<file path="src/rtl/morse_player.sv">
// morse_player: drains an ASCII ring buffer and keys each character out as
// ITU Morse on led, one time unit = UNIT_CYCLES clk_24 cycles.
// Optional build macro MORSE_PUNCT_EN adds . , ? / = to the code table.
module morse_player #(
  parameter int UNIT_CYCLES = 2400000,
  parameter int READ_WAIT   = 3
) (
  input  logic        clk_24,
  input  logic        rst,
  input  logic        rx,
  input  logic [10:0] write_index,
  input  logic [6:0]  ascii_in,
  output logic [10:0] read_index,
  output logic        led,
  output logic        busy
);

  typedef enum logic [2:0] {IDLE, FETCH, LOOKUP, MARK, GAP} state_t;

  state_t      state;
  logic [23:0] tcnt;   // cycle within the current unit
  logic [2:0]  ucnt;   // units left in the current phase
  logic [15:0] wcnt;   // quiet cycles seen in FETCH
  logic [2:0]  ecnt;   // elements not yet finished
  logic [5:0]  pat;    // remaining elements, next one in bit 5 (1 = dash)
  logic [6:0]  chr;    // latched character

  logic [8:0]  lk;
  logic [5:0]  lk_pat;
  logic        unit_tick;

  // {element count, pattern right-aligned}; count 0 means unsupported
  function automatic logic [8:0] morse_code(input logic [6:0] c);
    logic [6:0] u;
    u = c;
    if (c >= 7'h61 && c <= 7'h7A) u = c - 7'h20;
    case (u)
      7'h41: return {3'd2, 6'b01};     7'h42: return {3'd4, 6'b1000};
      7'h43: return {3'd4, 6'b1010};   7'h44: return {3'd3, 6'b100};
      7'h45: return {3'd1, 6'b0};      7'h46: return {3'd4, 6'b0010};
      7'h47: return {3'd3, 6'b110};    7'h48: return {3'd4, 6'b0000};
      7'h49: return {3'd2, 6'b00};     7'h4A: return {3'd4, 6'b0111};
      7'h4B: return {3'd3, 6'b101};    7'h4C: return {3'd4, 6'b0100};
      7'h4D: return {3'd2, 6'b11};     7'h4E: return {3'd2, 6'b10};
      7'h4F: return {3'd3, 6'b111};    7'h50: return {3'd4, 6'b0110};
      7'h51: return {3'd4, 6'b1101};   7'h52: return {3'd3, 6'b010};
      7'h53: return {3'd3, 6'b000};    7'h54: return {3'd1, 6'b1};
      7'h55: return {3'd3, 6'b001};    7'h56: return {3'd4, 6'b0001};
      7'h57: return {3'd3, 6'b011};    7'h58: return {3'd4, 6'b1001};
      7'h59: return {3'd4, 6'b1011};   7'h5A: return {3'd4, 6'b1100};
      7'h30: return {3'd5, 6'b11111};  7'h31: return {3'd5, 6'b01111};
      7'h32: return {3'd5, 6'b00111};  7'h33: return {3'd5, 6'b00011};
      7'h34: return {3'd5, 6'b00001};  7'h35: return {3'd5, 6'b00000};
      7'h36: return {3'd5, 6'b10000};  7'h37: return {3'd5, 6'b11000};
      7'h38: return {3'd5, 6'b11100};  7'h39: return {3'd5, 6'b11110};
`ifdef MORSE_PUNCT_EN
      7'h2E: return {3'd6, 6'b010101}; 7'h2C: return {3'd6, 6'b110011};
      7'h3F: return {3'd6, 6'b001100}; 7'h2F: return {3'd5, 6'b10010};
      7'h3D: return {3'd5, 6'b10001};
`endif
      default: return 9'd0;
    endcase
  endfunction

  // table lookup on the latched char, pattern left-aligned so bit 5 plays first
  always_comb begin
    lk     = morse_code(chr);
    lk_pat = lk[5:0] << (3'd6 - lk[8:6]);
  end

  assign unit_tick = (tcnt == 24'(UNIT_CYCLES - 1));

  // player state machine: fetch, decode, then alternate mark/gap phases
  always_ff @(posedge clk_24) begin
    if (rst) begin
      state      <= IDLE;
      read_index <= '0;
      led        <= 1'b0;
      busy       <= 1'b0;
      tcnt       <= '0;
      ucnt       <= '0;
      wcnt       <= '0;
      ecnt       <= '0;
      pat        <= '0;
      chr        <= '0;
    end else begin
      case (state)
        IDLE: begin
          if (read_index != write_index) begin
            state <= FETCH;
            busy  <= 1'b1;
            wcnt  <= '0;
          end
        end
        FETCH: begin
          // a write cycle disturbs the buffer output, so restart the settle count
          if (rx) begin
            wcnt <= '0;
          end else if (wcnt == 16'(READ_WAIT)) begin
            chr        <= ascii_in;
            read_index <= read_index + 11'd1;
            wcnt       <= '0;
            state      <= LOOKUP;
          end else begin
            wcnt <= wcnt + 16'd1;
          end
        end
        LOOKUP: begin
          tcnt <= '0;
          if (chr == 7'h20) begin
            // word space: 4 more units on top of the previous character gap
            state <= GAP;
            ucnt  <= 3'd4;
            ecnt  <= '0;
          end else if (lk[8:6] != 3'd0) begin
            state <= MARK;
            led   <= 1'b1;
            ecnt  <= lk[8:6];
            pat   <= lk_pat;
            ucnt  <= lk_pat[5] ? 3'd3 : 3'd1;
          end else begin
            state <= IDLE;
            busy  <= 1'b0;
          end
        end
        MARK: begin
          if (unit_tick) begin
            tcnt <= '0;
            if (ucnt == 3'd1) begin
              led   <= 1'b0;
              state <= GAP;
              ecnt  <= ecnt - 3'd1;
              pat   <= pat << 1;
              ucnt  <= (ecnt > 3'd1) ? 3'd1 : 3'd3;
            end else begin
              ucnt <= ucnt - 3'd1;
            end
          end else begin
            tcnt <= tcnt + 24'd1;
          end
        end
        GAP: begin
          if (unit_tick) begin
            tcnt <= '0;
            if (ucnt == 3'd1) begin
              if (ecnt != 3'd0) begin
                state <= MARK;
                led   <= 1'b1;
                ucnt  <= pat[5] ? 3'd3 : 3'd1;
              end else begin
                state <= IDLE;
                busy  <= 1'b0;
              end
            end else begin
              ucnt <= ucnt - 3'd1;
            end
          end else begin
            tcnt <= tcnt + 24'd1;
          end
        end
        default: begin
          state <= IDLE;
          busy  <= 1'b0;
          led   <= 1'b0;
        end
      endcase
    end
  end

endmodule

</file>
<file path="config.mk">
export PLATFORM = sky130hd
export DESIGN_NAME = morse_player
export DESIGN_NICKNAME = d
export VERILOG_FILES = /design/src/rtl/morse_player.sv
export SDC_FILE = /design/constraint.sdc
export NUM_CORES = 1
export LEC_CHECK = 0
export ABC_CLOCK_PERIOD_IN_PS = 3800
export BUFFER_PORTS_ARGS = -buffer_cell sky130_fd_sc_hd__buf_4
export CAP_MARGIN = 0
export CELL_PAD_IN_SITES_DETAIL_PLACEMENT = 2
export CELL_PAD_IN_SITES_GLOBAL_PLACEMENT = 2
export CORE_MARGIN = 5
export CORE_UTILIZATION = 37
export CTS_BUF_LIST = sky130_fd_sc_hd__clkbuf_4 sky130_fd_sc_hd__clkbuf_8
export CTS_CLUSTER_DIAMETER = 80
export CTS_CLUSTER_SIZE = 10
export DETAILED_ROUTE_END_ITERATION = 10
export PLACE_DENSITY_LB_ADDON = 0.1
export SLEW_MARGIN = 20
export SYNTH_ARGS = -nofsm -noshare
export SYNTH_HDL_FRONTEND = slang
export SYNTH_SLANG_ARGS = --single-unit
export TNS_END_PERCENT = 30
</file>
<file path="constraint.sdc">
create_clock -name clk_24 -period 3.8 [get_ports clk_24]
set_input_delay 0.76 -clock clk_24 [delete_from_list [all_inputs] [get_ports clk_24]]
set_output_delay 0.76 -clock clk_24 [all_outputs]
set_load 0.05 [all_outputs]
</file>
# After elaboration in Yosys (flattened, before gate mapping)

Memories as Yosys holds them, arrays and structs flattened.
Cells that the tools add are included.

Memories: 1
Register bits: 75
Logic and storage cells: 121
Memory bits (read-only): 1,024
Bits of input ports: 21

Memory list:

| memory           | words | width | rd ports | clocked after Yosys merged registers in | write ports | RTL line | source |
|---|---|---|---|---|---|---|---|
| (name not given) | 128   | 8     | 1        | 0                                       | 0           | 37       | `case (u)` |

$add $sub $neg: 7
Eq/ne operators: 23
Bitwise logic cells: 3
Magnitude comparators: 3
Shift operators: 1
Mux-type cells: 54
Reduce and logical (&&, ||, !) cells: 19

Operators by type and width:

| kind                                                                     | count |
|---|---|
| 3-bit 2-to-1 mux                                                         | 19 |
| 16-bit 2-to-1 mux                                                        | 3 |
| 24-bit case mux with 2 select lines                                      | 1 |
| 16-bit case mux with 2 select lines                                      | 1 |
| 24-bit by 1-bit adder with 24-bit output (second input constant)         | 1 |
| 24-bit by 22-bit equality test with 1-bit output (second input constant) | 1 |
| 24-bit 2-to-1 mux                                                        | 1 |
| 6-bit 2-to-1 mux                                                         | 4 |
| 2-bit != test (second input constant)                                    | 12 |
| 16-bit by 1-bit adder with 16-bit output (second input constant)         | 1 |
| 16-bit by 2-bit equality test with 1-bit output (second input constant)  | 1 |
| 3-bit case mux with 5 select lines                                       | 1 |
| 7-bit AND reduction                                                      | 2 |
| 1-bit 2-to-1 mux                                                         | 13 |
| 6-bit case mux with 2 select lines                                       | 1 |
| 11-bit by 1-bit adder with 11-bit output (second input constant)         | 1 |
| 11-bit != test                                                           | 1 |
| 2-bit 2-to-1 mux                                                         | 5 |
| 5-bit AND reduction                                                      | 2 |
| 3-bit case mux with 3 select lines                                       | 1 |
| 3-bit nonzero test                                                       | 3 |
| 1-bit case mux with 4 select lines                                       | 2 |
| 8-bit AND reduction                                                      | 1 |
| 7-bit by 6-bit equality test with 1-bit output (second input constant)   | 1 |
| other kinds (21)                                                         | 31 |

# Logic depth before layout (Yosys ltp)

Gate-level depths: netlist (run 1).
An unclocked memory read counts as a cell.

Depth in word-level cells: 10
Depth in mapped cells: 11

# Least setup slack after synthesis (run 1)

No wires, ideal clock.

Path kind: reg-to-reg
From: register chr[1]
To: register ucnt[0]
Setup time: 70 ps
Cell stages (with the launch flop): 12
Arrival time: 2,785 ps
Clock period less this slack: 2,855 ps
Required time: 3,730 ps
Path slack: 945 ps
Buffers on the path: 1
Cell sequence: dfxtp_1 > clkbuf_1 > inv_1 > ha_1 > mux2i_1 > a22oi_1 > and2_1 > a311oi_2 > nor2_1 > a2111o_1 > a311o_1 > a21oi_1

Word-level cells in the longest chain between the ends: 7
Elaborated cells on any way between the ends: 12
Classes of those cells: 1 x add/sub; 2 x order compare; 2 x eq/ne; 3 x mux; 3 x reduce/logical; 1 x memory

RTL lines:

| item                                                                     | RTL line | source |
|---|---|---|
| start, declared                                                          | 26       | `logic [6:0] chr;` |
| start signal, assigned                                                   | 100      | `chr <= ascii_in;` |
| 7-bit greater-or-equal comparator or 7-bit <= comparator (tied branches) | 36       | `if (c >= 7'h61 && c <= 7'h7A) u = c - 7'h20;` |
| 1-bit logical AND                                                        | 36       |  |
| 7-bit 2-to-1 mux                                                         | 36       |  |
| memory read 128 x 8 bit                                                  | n/a      |  |
| 3-bit nonzero test                                                       | 115      | `end else if (lk[8:6] != 3'd0) begin` |
| 3-bit != test (no source line)                                           | n/a      |  |
| 5-bit AND reduction (no source line)                                     | n/a      |  |
| end signal, assigned                                                     | 120      | `ucnt <= lk_pat[5] ? 3'd3 : 3'd1;` |
| end signal, assigned                                                     | 134      | `ucnt <= (ecnt > 3'd1) ? 3'd1 : 3'd3;` |
| end signal, assigned                                                     | 136      | `ucnt <= ucnt - 3'd1;` |
| end, declared                                                            | 22       | `logic [2:0] ucnt;` |

Several ways; a longest one is shown, not always the timed one.
A chain may end at the register's enable or synchronous reset.

# Worst setup path after layout (run 1)

From: register chr[1]
To: register pat[4]

Word-level cells in the longest chain between the ends: 9
Elaborated cells on any way between the ends: 16
Classes of those cells: 2 x add/sub; 2 x order compare; 3 x eq/ne; 1 x shift; 4 x mux; 3 x reduce/logical; 1 x memory

RTL lines:

| item                                                                     | RTL line | source |
|---|---|---|
| 7-bit greater-or-equal comparator or 7-bit <= comparator (tied branches) | 36       |  |
| 1-bit logical AND                                                        | 36       |  |
| 7-bit 2-to-1 mux                                                         | 36       |  |
| memory read 128 x 8 bit                                                  | n/a      |  |
| 3-bit subtractor                                                         | 68       | `lk_pat = lk[5:0] << (3'd6 - lk[8:6]);` |
| 6-bit by 3-bit left shift with 6-bit output                              | 68       |  |
| 6-bit 2-to-1 mux                                                         | 115      |  |
| 6-bit 2-to-1 mux                                                         | 110      | `if (chr == 7'h20) begin` |
| 6-bit case mux with 2 select lines                                       | 87       | `case (state)` |
| end signal, assigned                                                     | 119      | `pat <= lk_pat;` |
| end signal, assigned                                                     | 133      | `pat <= pat << 1;` |
| end, declared                                                            | 25       | `logic [5:0] pat;` |

Several ways; a longest one is shown, not always the timed one. The select of a mux whose other input is x is not followed.

==> results of run 1 <==
-- cell type report --
type                       count  area, um2  share of cell area, %
clock buffer                  10        131                   2.43
multi-input combinational    510       3160                   58.4
sequential                    75       1500                   27.8
clock inverter                 6       40.0                  0.741
tap                          172        215                   3.98
inverter                      18       67.6                   1.25
timing repair buffer          39        293                   5.42
-- power by group through the flow --
stage	Sequential [mW]	Clock (mW)	Combinational [mW]
floorplan	0.869	0	0.250
global placement	0.872	0	0.358
detailed placement	0.876	0	0.374
CTS	0.858	0.600	0.377
global route	0.863	0.631	0.415
finish	0.857	0.570	0.371
-- worst paths after layout --
check              start     end  slack [ns]  cells after the start
hold reg to reg   pat[0]  pat[0]        0.46                      2
hold / removal    pat[0]  pat[0]        0.46                      2
setup / recovery  chr[1]  pat[4]        0.42                     10
setup reg to reg  chr[1]  pat[4]        0.42                     10
-- through the flow --
stage	instance area (um2)	std cells	power, mW	worst slack [ns]
after CTS	5410	830	1.84	0.399
after global routing	5410	830	1.91	0.0605
after detailed placement	5240	814	1.25	0.471
final	5410	830	1.80	0.422
after floorplan	4840	632	1.12	0.945
after global placement	5240	814	1.23	0.629
-- logic make-up (layout without fill, tap and decap cells) --
family / after synthesis / in the layout / synth area share, %
AOI/OAI and AO/OA: 158 / 158 / 22.1
DFF: 75 / 75 / 31.0
xor gates and xnor gates: 36 / 36 / 6.52
adders and majority gates: 17 / 17 / 4.40
buffers and inverters: 47 / 73 / 3.70
muxes: 15 / 15 / 3.18
and+or+nand+nor: 284 / 284 / 29.1
-- sequential cells by signal, summed over array words and instances, names as in the netlist --
register and cells:
wcnt 16, tcnt 24, busy 1, read_index 11
ucnt 3, led 1, chr 7, ecnt 3
pat 6, state 3
-- cell usage in the layout, fill, tap and decap left out, types with 8 or more instances in the layout --
master,n
a21oi_1,42
and2_1,10
and3_1,14
buf_4,39
clkbuf_8,9
dfxtp_1,75
ha_1,17
inv_1,18
mux2i_1,12
nand2_1,57
nand2b_1,8
nand3_1,18
nand4_1,18
nor2_1,97
nor2b_1,10
nor3_1,11
nor4_1,9
o21ai_0,32
xor2_1,31
-- critical path: stages (launching register included) --
cell and delay, ns:
dfxtp_1 0.72, inv_1 0.24, ha_1 0.32, mux2_2 0.29, a22oi_1 0.27, and2_1 0.32, a311oi_2 0.17, o21ai_1 0.40
a21o_1 0.24, a221oi_1 0.10, a211oi_1 0.23
-- metal layers --
| metal | vias to the layer above | routed length [um] |
|---|---|---|
| li1 | 2328 | - |
| met1 | 2430 | 7230 |
| met2 | 43 | 7660 |
| met3 | 15 | 297 |
| met4 | 0 | 211 |
| met5 | - | 0 |
-- Yosys cell counts, types with 3 or more instances --
cell type | instances | area share (%)
a211oi_1 | 7 | 1.1
a21o_1 | 4 | 0.62
a21oi_1 | 42 | 4.3
a221oi_1 | 3 | 0.54
a22oi_1 | 5 | 0.78
a311oi_1 | 7 | 1.3
a31o_2 | 3 | 0.54
a31oi_1 | 7 | 0.91
a32o_1 | 3 | 0.62
and2_1 | 10 | 1.3
and3_1 | 14 | 1.8
and3b_1 | 3 | 0.54
clkbuf_1 | 26 | 2.0
dfxtp_1 | 75 | 31
ha_1 | 17 | 4.4
inv_1 | 18 | 1.4
mux2_2 | 3 | 0.70
mux2i_1 | 12 | 2.5
nand2_1 | 57 | 4.4
nand2b_1 | 8 | 1.0
nand3_1 | 18 | 1.9
nand4_1 | 18 | 2.3
nor2_1 | 97 | 7.5
nor2b_1 | 10 | 1.3
nor3_1 | 11 | 1.1
nor3b_1 | 4 | 0.62
nor4_1 | 9 | 1.2
nor4b_1 | 3 | 0.54
o211ai_1 | 6 | 0.93
o21a_1 | 4 | 0.62
o21ai_0 | 32 | 3.3
o21ai_1 | 5 | 0.52
o31ai_1 | 3 | 0.47
or3_1 | 7 | 0.91
xnor2_1 | 5 | 0.91
xor2_1 | 31 | 5.6
==> run_results.csv, run 1 <==
group,metric,value,unit
cts,cts_buffer_depth,2,
pwr,cellInternalPower,1.18,mW
run,cap_violations,0,
drt,wl_per_cell,18.5,um
synthesis,ys.flop_type,"dfxtp_1",
pwr,clkPwrFrac,31.7,%
cts,root_buffer,"clkbuf_8",
placement,gp_congestion,0.869,
timing,worstMarginPinSlew,0.760,ns
placement,io_buffers,33,
floorplanning,die_w,124,um
grt,top_usage_layer,"met2",
timing,slew_headroom,47.9,%
timing,skew,0.0108,ns
floorplanning,core_area,12700,um2
pwr,sw_frac_of_total,34.4,%
floorplanning,rows,41,
pwr,p_seq_share,47.7,%
timing,period_minus_slack,3.38,ns
drt,viasPerCell,5.80,
pwr,leakagePower,1.94,nW
drt,antenna_left,0,
grt,grt_pass1_vias,5289,
pwr,p_sw,0.619,mW
pwr,power.density,332,nW/um2
synthesis,synth_area,4840,um2
timing,finalMaxSlewViolations,0,
critical_path,cp-start-kind,"flip-flop",
cells_and_area,nFillCells,1580,
grt,grt_max_degree,56,
timing,rsz0062_at_grt,"no",
grt,grt_pass1_wl,26200,um
cts,clk_pin_slew,0.08,ns
grt,grt_antenna_before_repair,0,
drt,drc,0,
floorplanning,ios,34,
synthesis,async_reset_ff_share,0,%
timing,finalHoldViolCount,0,
synthesis,synthesis.nets,670,
synthesis,synth_cell_types,67,
cts,cts_setup_buffers,0,
cts,cts_sinks,75,
drt,first_pass_iters,4,
timing,setup_viol,0,
synthesis,yosysWarnings,0,
cts,hold_buffers,0,
floorplanning,start_util,38.0,%
status,status,"finished clean",
synthesis,synth-edff-count,0,
pwr,p_comb_share,20.6,%
grt,grt.overflow.total,0,
drt,vias,4816,
cells_and_area,areaGrowthSynthToFinish,11.7,%
drt,wl,15400,um
synthesis,synth-seq-cells,75,
floorplanning,die_area,15500,um2
cells_and_area,fin_util,42.5,%
cells_and_area,drive_gt1_share,10.8,%
drt,drt-initial-drc-count,213,
floorplanning,die_h,124,um
timing,fmax,296,MHz
synthesis,yosysSeqAreaShare,31.0,%
cts,htree_levels,3,
synthesis,postSynthAreaPerCell,7.66,um2
timing,setup_tns,0,ns
pwr,ir_drop,0.202,mV
cells_and_area,final_nets,691,
timing,whs,0.462,ns
min_path,hold_path_class,"flip-flop to flip-flop",
grt,grt.met1_usage,25.2,%
critical_path,crit_fanout,18,
cells_and_area,n_antenna_cell,0,
cts,clk_latency,0.37,ns
synthesis,postSynthCellCount,632,
grt,use_met3,3.34,%
placement,dpl.hpwl,11400,um
grt,met2_usage,35.5,%
critical_path,path_class,"flip-flop to flip-flop",
cts,numCtsBuffers,9,
grt,grtUsageTotal,20.1,%
critical_path,cp-end-kind,"flip-flop",
timing,min_period_over_period,88.9,%
critical_path,worst-endpoint-arrival,3.66,ns
cts,tritoncts,"done",
critical_path,critical_path_required,4.08,ns
cts,cts_resized,0,
Note: power is estimated with default switching activity, not from simulation.
==> inputs of run 2 (changes only) <==
--- a/config.mk
+++ b/config.mk
@@ -18,4 +18,5 @@
 export DETAILED_ROUTE_END_ITERATION = 10
 export PLACE_DENSITY_LB_ADDON = 0.1
+export REMOVE_ABC_BUFFERS = 1
 export SLEW_MARGIN = 20
 export SYNTH_ARGS = -nofsm -noshare
==> constraint.sdc (replaced) <==
create_clock -name clk_24 -period 3.8 [get_ports clk_24]
set_input_delay 0.76 -clock clk_24 [delete_from_list [all_inputs] [get_ports clk_24]]
set_output_delay 0.76 -clock clk_24 [all_outputs]
set_load 0.02 [all_outputs]
==> run 2 against run 1 <==
Combinational power shrank 4%. Die area unchanged. Wire length is 1.6% higher. Global-route usage up 0.44 points. Register-to-register slack better by 0.18 ns. Non-clock buffer count is 3 higher.
==> run_results.csv, run 2 (same netlist as run 1, synthesis figures left out) <==
group,metric,value,unit
critical_path,worst-endpoint-arrival,3.50,ns
grt,grt_pass1_vias,5173,
cts,root_buffer,"clkbuf_8",
drt,first_pass_iters,4,
timing,setup_tns,0,ns
floorplanning,ios,34,
cells_and_area,n_antenna_cell,0,
critical_path,slowest_stage,"dfxtp_1",
grt,grt.overflow.total,0,
min_path,hold_end,"pat[0]",
critical_path,cp-start-kind,"flip-flop",
cts,numCtsBuffers,9,
cells_and_area,largest_reg_flops,24,
drt,viasPerCell,5.82,
floorplanning,die_area,15500,um2
grt,grt_max_degree,40,
timing,period_minus_slack,3.20,ns
pwr,leakagePower,1.96,nW
min_path,hold_path_depth,2,
cells_and_area,reg_top3,"tcnt (24), wcnt (16), read_index (11)",
critical_path,slowest_delay,0.52,ns
floorplanning,die_w,124,um
grt,grt_pass1_wl,26800,um
run,cap_violations,0,
drt,vias,4844,
cells_and_area,layout_common_cells,"nor2_1 (97), dfxtp_1 (75), nand2_1 (57)",
pwr,power.density,338,nW/um2
timing,finalMaxSlewViolations,0,
critical_path,crit_fanout,10,
drt,wl_per_cell,18.8,um
timing,rsz0062_at_grt,"no",
timing,slew_headroom,46.6,%
status,status,"finished clean",
timing,finalHoldViolCount,0,
cells_and_area,final_common_cell,"nor2_1",
critical_path,critPathTopFamily,"compound AO/OA/AOI/OAI gates",
cts,cts_resized,0,
cts,cts_setup_buffers,0,
critical_path,critical_path_required,4.10,ns
cts,cts_buffer_depth,2,
critical_path,reg2reg_to,"ecnt[2]",
timing,setup_viol,0,
critical_path,path_cells,"inv_1 > ha_1 > mux2_2 > a22oi_1 > and2_1 > a311oi_2 > o31ai_1 > o21ai_1 > o21ai_0 > a32o_1",
critical_path,rr_worst_depth,10,
drt,wl,15600,um
cts,tritoncts,"done",
timing,worstMarginPinSlew,0.779,ns
min_path,hold_start,"pat[0]",
critical_path,path_buf_inv,1,
cts,clk_latency,0.37,ns
drt,drt-initial-drc-count,161,
cells_and_area,areaGrowthSynthToFinish,12.6,%
drt,antenna_left,0,
timing,fmax,313,MHz
timing,min_period_over_period,84.1,%
cts,hold_buffers,0,
min_path,hold_path_class,"flip-flop to flip-flop",
cts,clk_pin_slew,0.08,ns
placement,dpl.hpwl,11600,um
drt,drc,0,
timing,setup_ws,0.603,ns
floorplanning,rows,41,
cts,cts_sinks,75,
cells_and_area,regMostFlops,"tcnt",
cts,htree_levels,3,
cells_and_area,nFillCells,1563,
floorplanning,core_area,12700,um2
cells_and_area,drive_gt1_share,11.1,%
placement,gp_congestion,0.835,
critical_path,cp-end-kind,"flip-flop",
pwr,ir_drop,0.120,mV
grt,grtUsageTotal,20.6,%
placement,dpl_worst_slack,0.605,ns
floorplanning,start_util,38.0,%
grt,grt_antenna_before_repair,0,
critical_path,rr_startpoint,"chr[1]",
floorplanning,die_h,124,um
critical_path,path_class,"flip-flop to flip-flop",
timing,skew,0.0107,ns
critical_path,ff2ff_setup_slack,0.60,ns
cells_and_area,final_nets,694,
placement,io_buffers,33,
## run 2: cell type report
| type | count | area (um2) | area share (%) |
|---|---|---|---|
| clock inverters | 6 | 67.6 | 1.24 |
| repair buffers | 42 | 315 | 5.79 |
| well taps | 172 | 215 | 3.95 |
| multi-input cells | 510 | 3160 | 58.0 |
| flip-flops and latches | 75 | 1500 | 27.6 |
| inverters | 18 | 67.6 | 1.24 |
| clock buffers | 9 | 124 | 2.27 |
## run 2: tightest hold or removal path, delay by kind of cell (launching register included)
family	cells	cell delay, ns
flip-flops	1	0.32
AND/OR/NAND/NOR	1	0.05
AO/OA/AOI/OAI	1	0.05
## run 2: how the worst max path moves through the flow
stage               startpoint       to  slack [ns]  depth (start not counted)
floorplan               chr[2]   pat[3]        0.94                          8
global placement        chr[1]   pat[2]        0.76                          7
detailed placement      chr[1]   pat[3]        0.61                          8
CTS                     chr[1]   pat[3]        0.56                          8
global route            chr[1]   pat[3]        0.34                          9
finish                  chr[1]  ecnt[2]        0.60                         10
## run 2: where the power goes
group          internal (mW)  total (mW)  switching (mW)
clock                  0.300       0.625           0.325
sequential             0.811       0.859          0.0479
combinational          0.123       0.357           0.234
total                   1.23        1.84           0.607
## run 2: through the flow
step                      hold WS (ns)  power, mW  util [%]  cell area [um2]  instances
final                            0.468       1.84      42.8             5450        832
after global routing             0.488       1.95      42.8             5450        832
after CTS                        0.472       1.87      42.8             5450        832
after detailed placement         0.472       1.23      41.3             5260        817
after global placement           0.457       1.21      41.3             5260        817
after floorplan                  0.426       1.08         -             4730        603
## run 2: metal layers
layer / GRT usage (%) / up-vias / part of all wire, %
met5: 0 / - / 0
met4: 6.19 / 0 / 1.6
met1: 27.0 / 2419 / 48
met3: 3.17 / 20 / 2.7
li1: - / 2335 / -
met2: 34.7 / 70 / 48
==> inputs of run 3 (changes only) <==
ABC_CLOCK_PERIOD_IN_PS = 3000   (was 3800)
clock period = 3 ns   (was 3.8 ns; I/O delays follow)
==> run 3 against run 2 <==
Worst hold slack got worse by 0.012 ns. Via count rose by 1.4%. First-iteration DRC count rose by 65%. Sequential share of layout area fell by 0.89 points. Critical path depth did not move. Clock skew rose by 0.0013 ns. Final area rose by 3.5%. Global-route usage fell by 0.14 points. Largest cell class unchanged.
==> run_results.csv, run 3 (same netlist as run 1, synthesis figures left out) <==
group,metric,value,unit
status,status,"finished clean",
min_path,hold_path_class,"input port to flip-flop",
critical_path,slowest_stage,"a2111o_1",
critical_path,path_class,"flip-flop to flip-flop",
drt,wl,16000,um
grt,grt_antenna_before_repair,0,
grt,grt.overflow.total,0,
timing,setup_ws,0.156,ns
drt,drt-initial-drc-count,265,
floorplanning,rows,41,
grt,grtUsageTotal,20.4,%
timing,finalMaxSlewViolations,0,
cts,hold_buffers,0,
grt,grt_pass1_vias,5241,
cells_and_area,largest_reg_flops,24,
critical_path,path_buf_inv,2,
cts,clk_pin_slew,0.08,ns
cells_and_area,nFillCells,1532,
grt,grt_pass1_wl,26600,um
cells_and_area,final_nets,707,
cts,htree_levels,3,
critical_path,path_cells,"inv_1 > ha_1 > buf_4 > nand4_1 > and3_4 > a311oi_4 > nor2_1 > a2111o_1 > a311o_1 > a21oi_1",
cells_and_area,final_common_cell,"nor2_1",
drt,vias,4910,
critical_path,cp-end-kind,"flip-flop",
floorplanning,die_h,124,um
floorplanning,die_w,124,um
floorplanning,ios,34,
drt,wl_per_cell,18.9,um
run,cap_violations,0,
timing,slew_headroom,55.3,%
critical_path,rr_startpoint,"chr[1]",
timing,setup_tns,0,ns
timing,worstMarginPinSlew,0.671,ns
min_path,hold_path_depth,3,
floorplanning,start_util,38.0,%
drt,viasPerCell,5.80,
cts,tritoncts,"done",
timing,setup_viol,0,
cells_and_area,regMostFlops,"tcnt",
cells_and_area,finalInstanceArea,5640,um2
drt,antenna_left,0,
min_path,hold_end,"chr[4]",
placement,io_buffers,33,
timing,skew,0.0120,ns
critical_path,worst-endpoint-arrival,3.14,ns
pwr,finalPower,2.43,mW
timing,period_minus_slack,2.84,ns
timing,fmax,352,MHz
cts,clk_latency,0.37,ns
cts,cts_buffer_depth,2,
cells_and_area,reg_top3,"tcnt (24), wcnt (16), read_index (11)",
cts,numCtsBuffers,9,
pwr,power.density,431,nW/um2
cts,root_buffer,"clkbuf_8",
cells_and_area,areaGrowthSynthToFinish,16.6,%
placement,dpl_cell_area,5360,um2
critical_path,critPathTopFamily,"compound AO/OA/AOI/OAI gates",
placement,gp_congestion,0.824,
cts,cts_setup_buffers,0,
critical_path,rr_worst_depth,10,
critical_path,cp-start-kind,"flip-flop",
critical_path,ff2ff_setup_slack,0.16,ns
cells_and_area,drive_gt1_share,14.4,%
placement,dpl.hpwl,11700,um
drt,drc,0,
cts,cts_sinks,75,
placement,dpl_worst_slack,-0.0597,ns
critical_path,slowest_delay,0.52,ns
cells_and_area,final-seq-area,1500,um2
pwr,ir_drop,0.281,mV
min_path,hold_start,"ascii_in[4]",
critical_path,critical_path_required,3.29,ns
critical_path,reg2reg_to,"ucnt[0]",
cells_and_area,layout_common_cells,"nor2_1 (97), dfxtp_1 (73), nand2_1 (57)",
cells_and_area,multi_input_area,3220,um2
drt,first_pass_iters,5,
floorplanning,die_area,15500,um2
grt,grt_max_degree,56,
timing,finalHoldViolCount,0,
cells_and_area,fin_util,44.3,%
critical_path,crit_fanout,6,
floorplanning,core_area,12700,um2
cells_and_area,n_antenna_cell,0,
timing,min_period_over_period,94.8,%
pwr,leakagePower,2.07,nW
run 3: changes by cell type in the layout (fill, tap and decap cells not counted), moves of 2 or more:
cell | before | now
dfxtp_1 | 75 | 73
clkbuf_8 | 9 | 12
buf_4 | 42 | 54
dfxtp_2 | 0 | 2
clkinv_4 | 2 | 0
run 3: metrics by stage:
step | instances | hold WS [ns]
global route | 846 | 0.447
detailed placement | 830 | 0.477
floorplan | 603 | 0.426
global placement | 830 | 0.454
CTS | 846 | 0.438
finish | 846 | 0.456
run 3: what timing repair did:
| item | 4_1_cts | 5_1_grt |
|---|---|---|
| setup endpoints to repair | 5 | 12 |
| pin swaps | 0 | 2 |
| gates resized for setup | 1 | 15 |
run 3: worst max-delay path by stage:
stage,start,end,slack [ns],cells after the start
final,chr[1],ucnt[0],0.16,10
after CTS,chr[0],ucnt[0],0.05,10
after floorplan,chr[2],pat[3],0.14,8
after detailed placement,chr[1],pat[4],-0.06,7
after global routing,chr[4],ucnt[0],-0.02,9
after global placement,chr[1],ucnt[0],0.09,7
run 3: where the power goes:
| part | leakage [nW] | switching [mW] | internal [mW] |
|---|---|---|---|
| Sequential | 0.606 | 0.0596 | 1.03 |
| Clock | 0.105 | 0.410 | 0.462 |
| Combinational | 1.36 | 0.299 | 0.171 |
run 3: area by class of cell:
class	instances	area share, %
Clock buffer	13	3.06
Timing Repair Buffer	55	7.39
Sequential cell	75	26.7
Clock inverter	3	0.799
Multi-Input combinational cell	510	57.1
Inverter	18	1.20
Tap cell	172	3.82
run 3: layer usage:
metal | routed length [um] | part of all wire, % | track usage [%]
met3 | 594 | 3.7 | 4.76
met2 | 7560 | 47 | 33.4
met1 | 7620 | 48 | 27.2
met5 | 0 | 0 | 0
met4 | 236 | 1.5 | 5.09
run 3: tightest hold or removal path: cells and delay by family:
family / cells / cell delay [ns]
compound gates: 1 / 0.05
buf+inv: 1 / 0.07
simple gates: 1 / 0.07
